--- src/rtl/rv32i_mc_controller.sv ---
// rv32i_mc_controller
// Multicycle control unit for the rv32i core. It decodes the instruction
// register fields into datapath selects and write enables, covering loads,
// stores, R/I ALU ops, the six branches, JAL, JALR, LUI and AUIPC.
// Memory states wait on a ready handshake and give up into a sticky FAULT
// state after TIMEOUT idle cycles. An illegal opcode also enters FAULT.
//
// Parameters:
//   TIMEOUT  cycles a memory state may wait on mem_ready before faulting (>=1)
//   CNT_W    width of the performance counters
//
// Ports:
//   clk, rst                 clock (posedge) and asynchronous active-low reset
//   ena                      1 = run, 0 = freeze state and mask write enables
//   op, funct3, funct7       instruction register fields
//   zero, alu_lsb            ALU compare inputs used by branches
//   mem_ready                memory completes the current access
//   mem_req, mem_wr_ena      memory request / store strobe
//   adr_src                  memory address select (0 = PC, 1 = result)
//   ir_write, pc_write, reg_write   register write enables
//   alu_src_a, alu_src_b     ALU operand selects
//   res_src, imm_src         result select, immediate format
//   alu_control              ALU operation
//   fault, fault_cause       sticky fault flag and cause (01 illegal, 10 timeout)
//   instret, cycles          performance counters
//
// Optional feature: define RV32I_MC_PERF_EN to build the performance
// counters; without it, cycles and instret are tied to zero.

package rv32i_mc_pkg;
  typedef enum logic [3:0] {
    ALU_ADD, ALU_SUB, ALU_AND, ALU_OR, ALU_XOR,
    ALU_SLT, ALU_SLTU, ALU_SLL, ALU_SRL, ALU_SRA
  } alu_control_t;
endpackage

module rv32i_mc_controller
  import rv32i_mc_pkg::*;
#(
  parameter int TIMEOUT = 16,
  parameter int CNT_W   = 32
) (
  input  logic             clk,
  input  logic             rst,
  input  logic             ena,
  input  logic [6:0]       op,
  input  logic [2:0]       funct3,
  input  logic [6:0]       funct7,
  input  logic             zero,
  input  logic             alu_lsb,
  input  logic             mem_ready,
  output logic             mem_req,
  output logic             mem_wr_ena,
  output logic             adr_src,
  output logic             ir_write,
  output logic             pc_write,
  output logic             reg_write,
  output logic [1:0]       alu_src_a,
  output logic [1:0]       alu_src_b,
  output logic [1:0]       res_src,
  output logic [2:0]       imm_src,
  output alu_control_t     alu_control,
  output logic             fault,
  output logic [1:0]       fault_cause,
  output logic [CNT_W-1:0] instret,
  output logic [CNT_W-1:0] cycles
);

  localparam logic [6:0] OP_LOAD   = 7'b0000011;
  localparam logic [6:0] OP_STORE  = 7'b0100011;
  localparam logic [6:0] OP_R      = 7'b0110011;
  localparam logic [6:0] OP_I      = 7'b0010011;
  localparam logic [6:0] OP_BRANCH = 7'b1100011;
  localparam logic [6:0] OP_JAL    = 7'b1101111;
  localparam logic [6:0] OP_JALR   = 7'b1100111;
  localparam logic [6:0] OP_LUI    = 7'b0110111;
  localparam logic [6:0] OP_AUIPC  = 7'b0010111;

  localparam int WAIT_W = $clog2(TIMEOUT + 1);

  typedef enum logic [3:0] {
    S_FETCH, S_DECODE, S_MEMADR, S_MEMREAD, S_MEMWB, S_MEMWRITE,
    S_EXECR, S_EXECI, S_UPPER, S_JALR, S_JAL, S_ALUWB, S_BRANCH, S_FAULT
  } state_t;

  state_t            state, next_state;
  logic [WAIT_W-1:0] wait_cnt;
  logic [1:0]        next_cause;
  logic              mem_wait;
  logic              want_req, want_wr, want_ir, want_pc, want_reg;
  logic              run;

  // Only funct7[5] selects SUB/SRA; the remaining bits are intentionally ignored.
  logic unused_funct7;
  assign unused_funct7 = &{1'b0, funct7[6], funct7[4:0]};

  // Write enables and the memory request are masked while stalled or in reset.
  assign run        = ena & rst;
  assign mem_req    = want_req & run;
  assign mem_wr_ena = want_wr  & run;
  assign ir_write   = want_ir  & run;
  assign pc_write   = want_pc  & run;
  assign reg_write  = want_reg & run;

  // Immediate format follows the opcode in every state.
  always_comb begin
    imm_src = 3'd0;
    case (op)
      OP_STORE:         imm_src = 3'd1;
      OP_BRANCH:        imm_src = 3'd2;
      OP_JAL:           imm_src = 3'd3;
      OP_LUI, OP_AUIPC: imm_src = 3'd4;
      default:          imm_src = 3'd0;
    endcase
  end

  // Next-state and control decode.
  always_comb begin
    next_state  = state;
    next_cause  = 2'b00;
    mem_wait    = 1'b0;
    want_req    = 1'b0;
    want_wr     = 1'b0;
    want_ir     = 1'b0;
    want_pc     = 1'b0;
    want_reg    = 1'b0;
    adr_src     = 1'b0;
    alu_src_a   = 2'b00;
    alu_src_b   = 2'b00;
    res_src     = 2'b00;
    alu_control = ALU_ADD;
    case (state)
      S_FETCH: begin
        mem_wait  = 1'b1;
        want_req  = 1'b1;
        alu_src_b = 2'b10;
        res_src   = 2'b10;
        if (mem_ready) begin
          want_ir    = 1'b1;
          want_pc    = 1'b1;
          next_state = S_DECODE;
        end
      end
      S_DECODE: begin
        alu_src_a = 2'b01;
        alu_src_b = 2'b01;
        case (op)
          OP_LOAD, OP_STORE: next_state = S_MEMADR;
          OP_R:              next_state = S_EXECR;
          OP_I:              next_state = S_EXECI;
          OP_BRANCH:         next_state = S_BRANCH;
          OP_JAL:            next_state = S_JAL;
          OP_JALR:           next_state = S_JALR;
          OP_LUI, OP_AUIPC:  next_state = S_UPPER;
          default: begin
            next_state = S_FAULT;
            next_cause = 2'b01;
          end
        endcase
      end
      S_MEMADR: begin
        alu_src_a  = 2'b10;
        alu_src_b  = 2'b01;
        next_state = (op == OP_STORE) ? S_MEMWRITE : S_MEMREAD;
      end
      S_MEMREAD: begin
        mem_wait = 1'b1;
        want_req = 1'b1;
        adr_src  = 1'b1;
        if (mem_ready) next_state = S_MEMWB;
      end
      S_MEMWB: begin
        res_src    = 2'b01;
        want_reg   = 1'b1;
        next_state = S_FETCH;
      end
      S_MEMWRITE: begin
        mem_wait = 1'b1;
        want_req = 1'b1;
        want_wr  = 1'b1;
        adr_src  = 1'b1;
        if (mem_ready) next_state = S_FETCH;
      end
      S_EXECR, S_EXECI: begin
        alu_src_a  = 2'b10;
        alu_src_b  = (state == S_EXECI) ? 2'b01 : 2'b00;
        next_state = S_ALUWB;
        // funct7[5] picks SUB only for register-register ops, SRA for both.
        case (funct3)
          3'd0:    alu_control = (funct7[5] && state == S_EXECR) ? ALU_SUB : ALU_ADD;
          3'd1:    alu_control = ALU_SLL;
          3'd2:    alu_control = ALU_SLT;
          3'd3:    alu_control = ALU_SLTU;
          3'd4:    alu_control = ALU_XOR;
          3'd5:    alu_control = funct7[5] ? ALU_SRA : ALU_SRL;
          3'd6:    alu_control = ALU_OR;
          default: alu_control = ALU_AND;
        endcase
      end
      S_UPPER: begin
        alu_src_a  = (op == OP_LUI) ? 2'b11 : 2'b01;
        alu_src_b  = 2'b01;
        next_state = S_ALUWB;
      end
      S_JALR: begin
        alu_src_a  = 2'b10;
        alu_src_b  = 2'b01;
        next_state = S_JAL;
      end
      S_JAL: begin
        // PC takes the target from alu_out while the ALU forms the link value.
        want_pc    = 1'b1;
        alu_src_a  = 2'b01;
        alu_src_b  = 2'b10;
        next_state = S_ALUWB;
      end
      S_ALUWB: begin
        want_reg   = 1'b1;
        next_state = S_FETCH;
      end
      S_BRANCH: begin
        alu_src_a  = 2'b10;
        next_state = S_FETCH;
        // Undefined funct3 codes fall through as a never-taken compare.
        case (funct3)
          3'b000:  begin alu_control = ALU_SUB;  want_pc = zero;     end
          3'b001:  begin alu_control = ALU_SUB;  want_pc = !zero;    end
          3'b100:  begin alu_control = ALU_SLT;  want_pc = alu_lsb;  end
          3'b101:  begin alu_control = ALU_SLT;  want_pc = !alu_lsb; end
          3'b110:  begin alu_control = ALU_SLTU; want_pc = alu_lsb;  end
          3'b111:  begin alu_control = ALU_SLTU; want_pc = !alu_lsb; end
          default: begin alu_control = ALU_SUB;  want_pc = 1'b0;     end
        endcase
      end
      default: begin
        next_state = S_FAULT;
      end
    endcase
    // A ready in the final allowed cycle still completes the access.
    if (mem_wait && !mem_ready && wait_cnt == WAIT_W'(TIMEOUT - 1)) begin
      next_state = S_FAULT;
      next_cause = 2'b10;
    end
  end

  // State, wait counter and sticky fault; everything holds while ena is low.
  always_ff @(posedge clk or negedge rst) begin
    if (!rst) begin
      state       <= S_FETCH;
      wait_cnt    <= '0;
      fault       <= 1'b0;
      fault_cause <= 2'b00;
    end else if (ena) begin
      state <= next_state;
      if (mem_wait && !mem_ready) wait_cnt <= wait_cnt + WAIT_W'(1);
      else                        wait_cnt <= '0;
      if (next_state == S_FAULT && state != S_FAULT) begin
        fault       <= 1'b1;
        fault_cause <= next_cause;
      end
    end
  end

`ifdef RV32I_MC_PERF_EN
  logic [CNT_W-1:0] cycles_q, instret_q;

  // Cycles count active clocks outside FAULT; an instruction retires on
  // every return to FETCH.
  always_ff @(posedge clk or negedge rst) begin
    if (!rst) begin
      cycles_q  <= '0;
      instret_q <= '0;
    end else if (ena) begin
      if (state != S_FAULT) cycles_q <= cycles_q + CNT_W'(1);
      if (state != S_FETCH && next_state == S_FETCH) instret_q <= instret_q + CNT_W'(1);
    end
  end

  assign cycles  = cycles_q;
  assign instret = instret_q;
`else
  assign cycles  = '0;
  assign instret = '0;
`endif

endmodule

--- config.mk ---
export PLATFORM = sky130hd
export DESIGN_NAME = rv32i_mc_controller
export DESIGN_NICKNAME = d
export VERILOG_FILES = /design/src/rtl/rv32i_mc_controller.sv
export SDC_FILE = /design/constraint.sdc
export NUM_CORES = 1
export LEC_CHECK = 0
export CAP_MARGIN = 25
export CORE_MARGIN = 2
export CORE_UTILIZATION = 30
export CTS_CLUSTER_DIAMETER = 60
export DETAILED_ROUTE_END_ITERATION = 10
export PLACE_DENSITY = 0.78
export SLEW_MARGIN = 20
export SYNTH_ARGS = -nofsm -noshare
export SYNTH_HDL_FRONTEND = slang
export SYNTH_SLANG_ARGS = --single-unit
--- constraint.sdc ---
create_clock -name clk -period 2.5 [get_ports clk]
set_input_delay 0.5 -clock clk [delete_from_list [all_inputs] [get_ports clk]]
set_output_delay 0.5 -clock clk [all_outputs]
set_load 0.02 [all_outputs]
Word-level counts from Yosys, hierarchy flattened
Index checks and enable logic that the tools add are counted.

word-level totals
  bits in registers = 12
  latch bits = 0
  memory bits (writable) = 0
  bits in read-only memories = 0
  input port bits = 23
  memories kept = 0

operators by class
  $add $sub $neg = 1
  multiply operators = 0
  divide/modulo/power cells = 0
  order comparisons = 0
  eq/ne operators = 31
  shifts and indexed selects = 0
  mux-type cells = 30
  bitwise gates (word level) = 6
  reduce and logical (&&, ||, !) cells = 27

operators by type and width
  cell                 number
  $pmux 4 s7           2
  $pmux 4 s8           1
  $eq 4x4->1 const B   6
  $reduce_or 2->1      11
  $eq 7x6->1 const B   3
  $eq 7x7->1 const B   3
  $eq 4x3->1 const B   4
  $mux 4               4
  $eq 7x5->1 const B   2
  $eq 3x3->1 const B   4
  $pmux 2 s3           2
  $pmux 3 s4           1
  $mux 1               11
  $reduce_or 9->1      1
  $eq 4x2->1 const B   2
  $pmux 4 s2           1
  $reduce_or 4->1      2
  $eq 7x2->1 const B   1
  $and 1x1->1          6
  $eq 3x2->1 const B   2
  $pmux 3 s2           1
  $reduce_or 3->1      2
  $add 5x1->5 const B  1
  $eq 5x4->1 const B   1
  other kinds (15)     21

Longest topological paths before layout
  word-level depth = 9
  mapped depth = 9
  gate-level depth less buffers = 9

Worst setup path before layout
No wires, ideal clock.

  path kind = input -> register
  start = input op[4]
  end = register fault_cause[0]
  arrival time = 2389 ps
  setup slack = -14 ps
  stages on the path = 6
  path buffers = 0
  cells stage by stage = nand4b_1 -> or4b_2 -> a21oi_1 -> o31ai_2 -> a2111oi_4 -> mux2_4

on the way
  word-level cells in the longest chain between the ends = 8
  elaborated cells on any way between the ends = 22

RTL lines
  item                                      RTL line  source
  start: declaration                        46        input logic [6:0] op,
  $eq 7x6->1, or another cell as far along  147       case (op)
  $reduce_or 2->1                           -
  $pmux 4 s7                                147
  $pmux 4 s8                                132       case (state)
  $mux 4                                    240       if (mem_wait && !mem_ready && wait_cnt == WAIT_W'(TIMEOUT - 1)) begin
  $eq 4x4->1                                257       if (next_state == S_FAULT && state != S_FAULT) begin
  $logic_and 1x1->1                         257
  $reduce_and 2->1 (no source line)         -
  end signal: assignment                    259       fault_cause <= next_cause;
  end: declaration                          64        output logic [1:0] fault_cause,

Several ways; a longest one is shown, not always the timed one.
A chain may end at the register's enable or synchronous reset.

Worst setup path in the final report
  start = input funct3[2]
  end = output alu_control[0]

on the way
  word-level cells in the longest chain between the ends = 4
  elaborated cells on any way between the ends = 13

RTL lines
  item                              RTL line  source
  start: declaration                47        input logic [2:0] funct3,
  $eq 3x3->1 (on tied branches)     225, 189
  $reduce_or 2->1 (no source line)  -
  $pmux 3 s2                        225       case (funct3)
  $pmux 4 s2 *                      132
  end: declaration                  62        output alu_control_t alu_control,

Every way passes the cells marked *; elsewhere a longest branch is shown, timed or not.

==> results summary <==
The run finished with clean final reports. The XOR/XNOR share of the synthesized area is 1.44%. The post-place instance area is 2260 um2.

The detailed-placement wirelength estimate came out at 3.48 mm. The post-detailed-route count of antenna-violating nets is 0. The pin count of the biggest net entering global routing is 19. The multiplexer share of the synthesized area is 3.09%. The detailed-routing iteration count for the pre-antenna-repair pass is 4.

The fraction of the mapped netlist area in simple logic gates is 27.4%. In this run, the number of DRC markers left after iteration 0 of detailed routing was 73. The total standard cell area after synthesis is 1820 um2. Counting flops with a built-in enable in the synthesized netlist gives 0. The final net count is 339. For the final routed database, the setup TNS stands at 0 ps.

Traced cell by cell, the critical path runs through clkdlybuf4s50_1, buf_4, buf_4, o21ai_0, a21oi_1, o21ai_1, clkdlybuf4s15_1. The clock sink total came out at 12. The cell taking the most area after synthesis is sky130_fd_sc_hd__buf_4.

The largest stage delay on the critical path came out at 440 ps. Of all flip-flops after synthesis, the portion carrying an async set or reset was 100%. After global routing the overflow that remains totals 0. TritonCTS built the clock tree. The cell that appears most often on the critical path is sky130_fd_sc_hd__buf_4.

The first-pass GRT wire length is 6.87 mm. 109 I/O pins were placed. The worst-case reg-to-reg path depth came out at 6. From synthesis to final layout, the design area changed by 33.2%. STA classifies the critical path endpoint as an output port. In the layout the commonest cells are sky130_fd_sc_hd__conb_1 (64), sky130_fd_sc_hd__buf_4 (39), sky130_fd_sc_hd__clkdlybuf4s50_1 (14). The fraction of final layout cells sized beyond drive strength 1 is 22.4%. Counting the buffers created by CTS gives 3. The area of the core is 5890 um2.

The wire length after detailed routing came out at 4.51 mm. The wire length per cell came out at 11.6 um. Summing internal, switching and leakage power gives 2.01 mW. The leakage power is 1.24 nW. The mean cell area of the mapped netlist came out at 7.46 um2. The tightest min-delay check is of the reg -> reg type. The largest family of logic cells by synthesized area is buffers and inverters. The clock root buffer master is sky130_fd_sc_hd__clkbuf_8. The total via count after detailed routing came out at 1763. The final-report hold violation count is 0. Using the TritonRoute via totals, the vias-per-cell ratio works out to 4.54.

The number of antenna repair diodes came out at 0. The number of flip-flops and latches in the synthesized netlist is 12. The final critical-path required period came out at 2430 ps. The number of maximum-capacitance constraint violations is 0.

The total non-filler cell area in the finished layout came out at 2420 um2. The critical path in this run is classified as in -> out. Setup repair after global routing could not meet its margin everywhere. The floorplan die height is 81.9 um. Data arrives at the worst endpoint at 1930 ps. For this run, design rule violations remaining after detail routing come to 0. The placer congestion estimate is 0.819.

The number of slew-limit violations in the final report is 0. The number of global-route vias before repair is 1576. Leaving out fill and tap cells, the most frequent cell in the layout is sky130_fd_sc_hd__conb_1. Of all nets on the critical path, the largest fanout is 5. The initial antenna violation count is 0.

The Yosys step of the flow raised 0 warnings. At the worst endpoint, the required time is 2000 ps. The capture instance of the worst register-to-register path is fault_cause[0]$_DFFE_PN0P_.

In this run the worst setup path begins at funct3[2]. Following the worst setup path forward leads to its endpoint at alu_control[0]. The register-to-register path setup slack came out at 90 ps.

The initial utilization of the core area, before any placement, comes to 30.9%. The maximum clock frequency came out at 412 MHz. The total power per unit cell area is 830 nW/um2. The share of synthesized cell area in full adder, half adder and majority cells is 1.37%. The share of Yosys cell area claimed by the top area cell type came out at 27.2%.

After clock tree synthesis, the clock-pin slew on the worst setup and hold paths is 50 ps. The floorplan step defined a die boundary enclosing 6710 um2. During placement, the flow inserted port buffers numbering 38. The global routing usage summed across all routing layers came out at 12.8%. Clock latency on the worst-skew pair, taken at its later pin, is 240 ps. Summing the areas of all compound-gate instances in the mapped netlist gives 18.5% of the synthesized area. The share of the cycle needed by the critical path after routing is 97.2%. In this run the deepest clock path goes through 2 buffers. The number of standard cells in the layout, taps in and fillers out came out at 388. After technology mapping, the gate count stands at 244. The final setup skew came out at 1.88 ps.

After synthesis, flip-flops and latches occupy 16.5% of the total area. Among all stages on the critical path, the largest delay is contributed by sky130_fd_sc_hd__clkdlybuf4s50_1. The level count of the clock H-tree is 1. The number of standard-cell rows in the floorplan came out at 28. The worst reg2reg path startpoint is state[3]$_DFFE_PN0P_. The die width came out at 81.9 um. The critical path startpoint category is an input pin.

The netlist uses 55 different library cells. Setup violations remaining at the end of the flow were counted as 0. After detailed placement, the design holds a cell count of 379. The predominant post-synthesis flop cell is sky130_fd_sc_hd__dfrtp_1. VDD sags by at most 403 uV. By area the synthesized netlist is led by sky130_fd_sc_hd__buf_4 (27%), sky130_fd_sc_hd__dfrtp_1 (16%), sky130_fd_sc_hd__nor3_1 (3.3%).
-- critical path: cells and delay by family --
| family | cells | cell delay [ps] |
|---|---|---|
| AO/OA/AOI/OAI | 3 | 380 |
| buffers and inverters | 4 | 1050 |
-- per-stage QoR --
stage / utilization, % / hold slack (ps) / setup slack (ps)
global route: 41.2 / 499 / -2.45
finish: 41.2 / 475 / 70.4
CTS: 40.2 / 482 / -87.5
detailed placement: 38.4 / 459 / -520
floorplan: - / 204 / 35.6
global placement: 38.4 / 462 / -466
-- routing by layer --
layer  share of wire, %  vias up  track usage [%]
li1                   -      857                -
met1                 40      826             14.5
met2                 52       73             24.3
met3                6.3        7             1.98
met4                1.5        0             4.00
met5                  0        -                0
-- worst min-delay path by stage --
stage,from,to,cells after the start
floorplan,rst,fault$_DFFE_PN0P_,0
global route,wait_cnt[3]$_DFFE_PN0P_,wait_cnt[3]$_DFFE_PN0P_,1
finish,fault$_DFFE_PN0P_,fault$_DFFE_PN0P_,1
CTS,fault$_DFFE_PN0P_,fault$_DFFE_PN0P_,1
global placement,wait_cnt[3]$_DFFE_PN0P_,wait_cnt[3]$_DFFE_PN0P_,1
detailed placement,fault$_DFFE_PN0P_,fault$_DFFE_PN0P_,1
-- sequential cells by signal (all words and copies together), names as in the netlist --
signal and flops:
fault_cause 2, wait_cnt 5, state 4, fault 1
-- Yosys cell counts (3+ instances only) --
cell type                  instances
sky130_fd_sc_hd__nand3_1           7
sky130_fd_sc_hd__nor2b_1           3
sky130_fd_sc_hd__or2_1             3
sky130_fd_sc_hd__nor3_1           12
sky130_fd_sc_hd__o21ai_0           9
sky130_fd_sc_hd__and3_1            3
sky130_fd_sc_hd__inv_1             9
sky130_fd_sc_hd__o211ai_1          3
sky130_fd_sc_hd__mux2i_1           3
sky130_fd_sc_hd__a21oi_1          11
sky130_fd_sc_hd__nand2_1          13
sky130_fd_sc_hd__buf_4            66
sky130_fd_sc_hd__and3b_1           3
sky130_fd_sc_hd__clkbuf_1          8
sky130_fd_sc_hd__nand2b_1          6
sky130_fd_sc_hd__o21ai_1           5
sky130_fd_sc_hd__or3_1             3
sky130_fd_sc_hd__nor2_1           14
sky130_fd_sc_hd__dfrtp_1          12
sky130_fd_sc_hd__and2_1            4
-- power by group --
| part | leakage [nW] | switching [mW] | total (mW) | internal [mW] |
|---|---|---|---|---|
| Combinational | 1.06 | 0.842 | 1.51 | 0.663 |
| Clock | 0.0288 | 0.0695 | 0.208 | 0.139 |
| Sequential | 0.153 | 0.0516 | 0.300 | 0.248 |
-- cell type report --
cell class | instances | area [um2]
multi-input cells | 209 | 1250
well taps | 75 | 93.8
repair buffers | 79 | 692
fillers | 594 | 3460
inverters | 9 | 33.8
flip-flops and latches | 12 | 300
clock buffers | 4 | 55.1
-- kinds of logic (layout without fill, tap and decap cells) --
logic type,count (synthesis),in the layout
compound gates,48,48
mux,5,5
other cells,1,64
simple gates,87,87
fa+ha+maj,2,2
flops,12,12
xor+xnor,3,3
buf+inv,86,92
-- timing repair --
action	4_1_cts	5_1_grt
pin swaps	5	5
gates resized for setup	31	19
hold buffers	0	0
setup buffers	4	1
endpoints found under the setup margin	17	12
No activity file was read; power rests on OpenSTA's default activity.
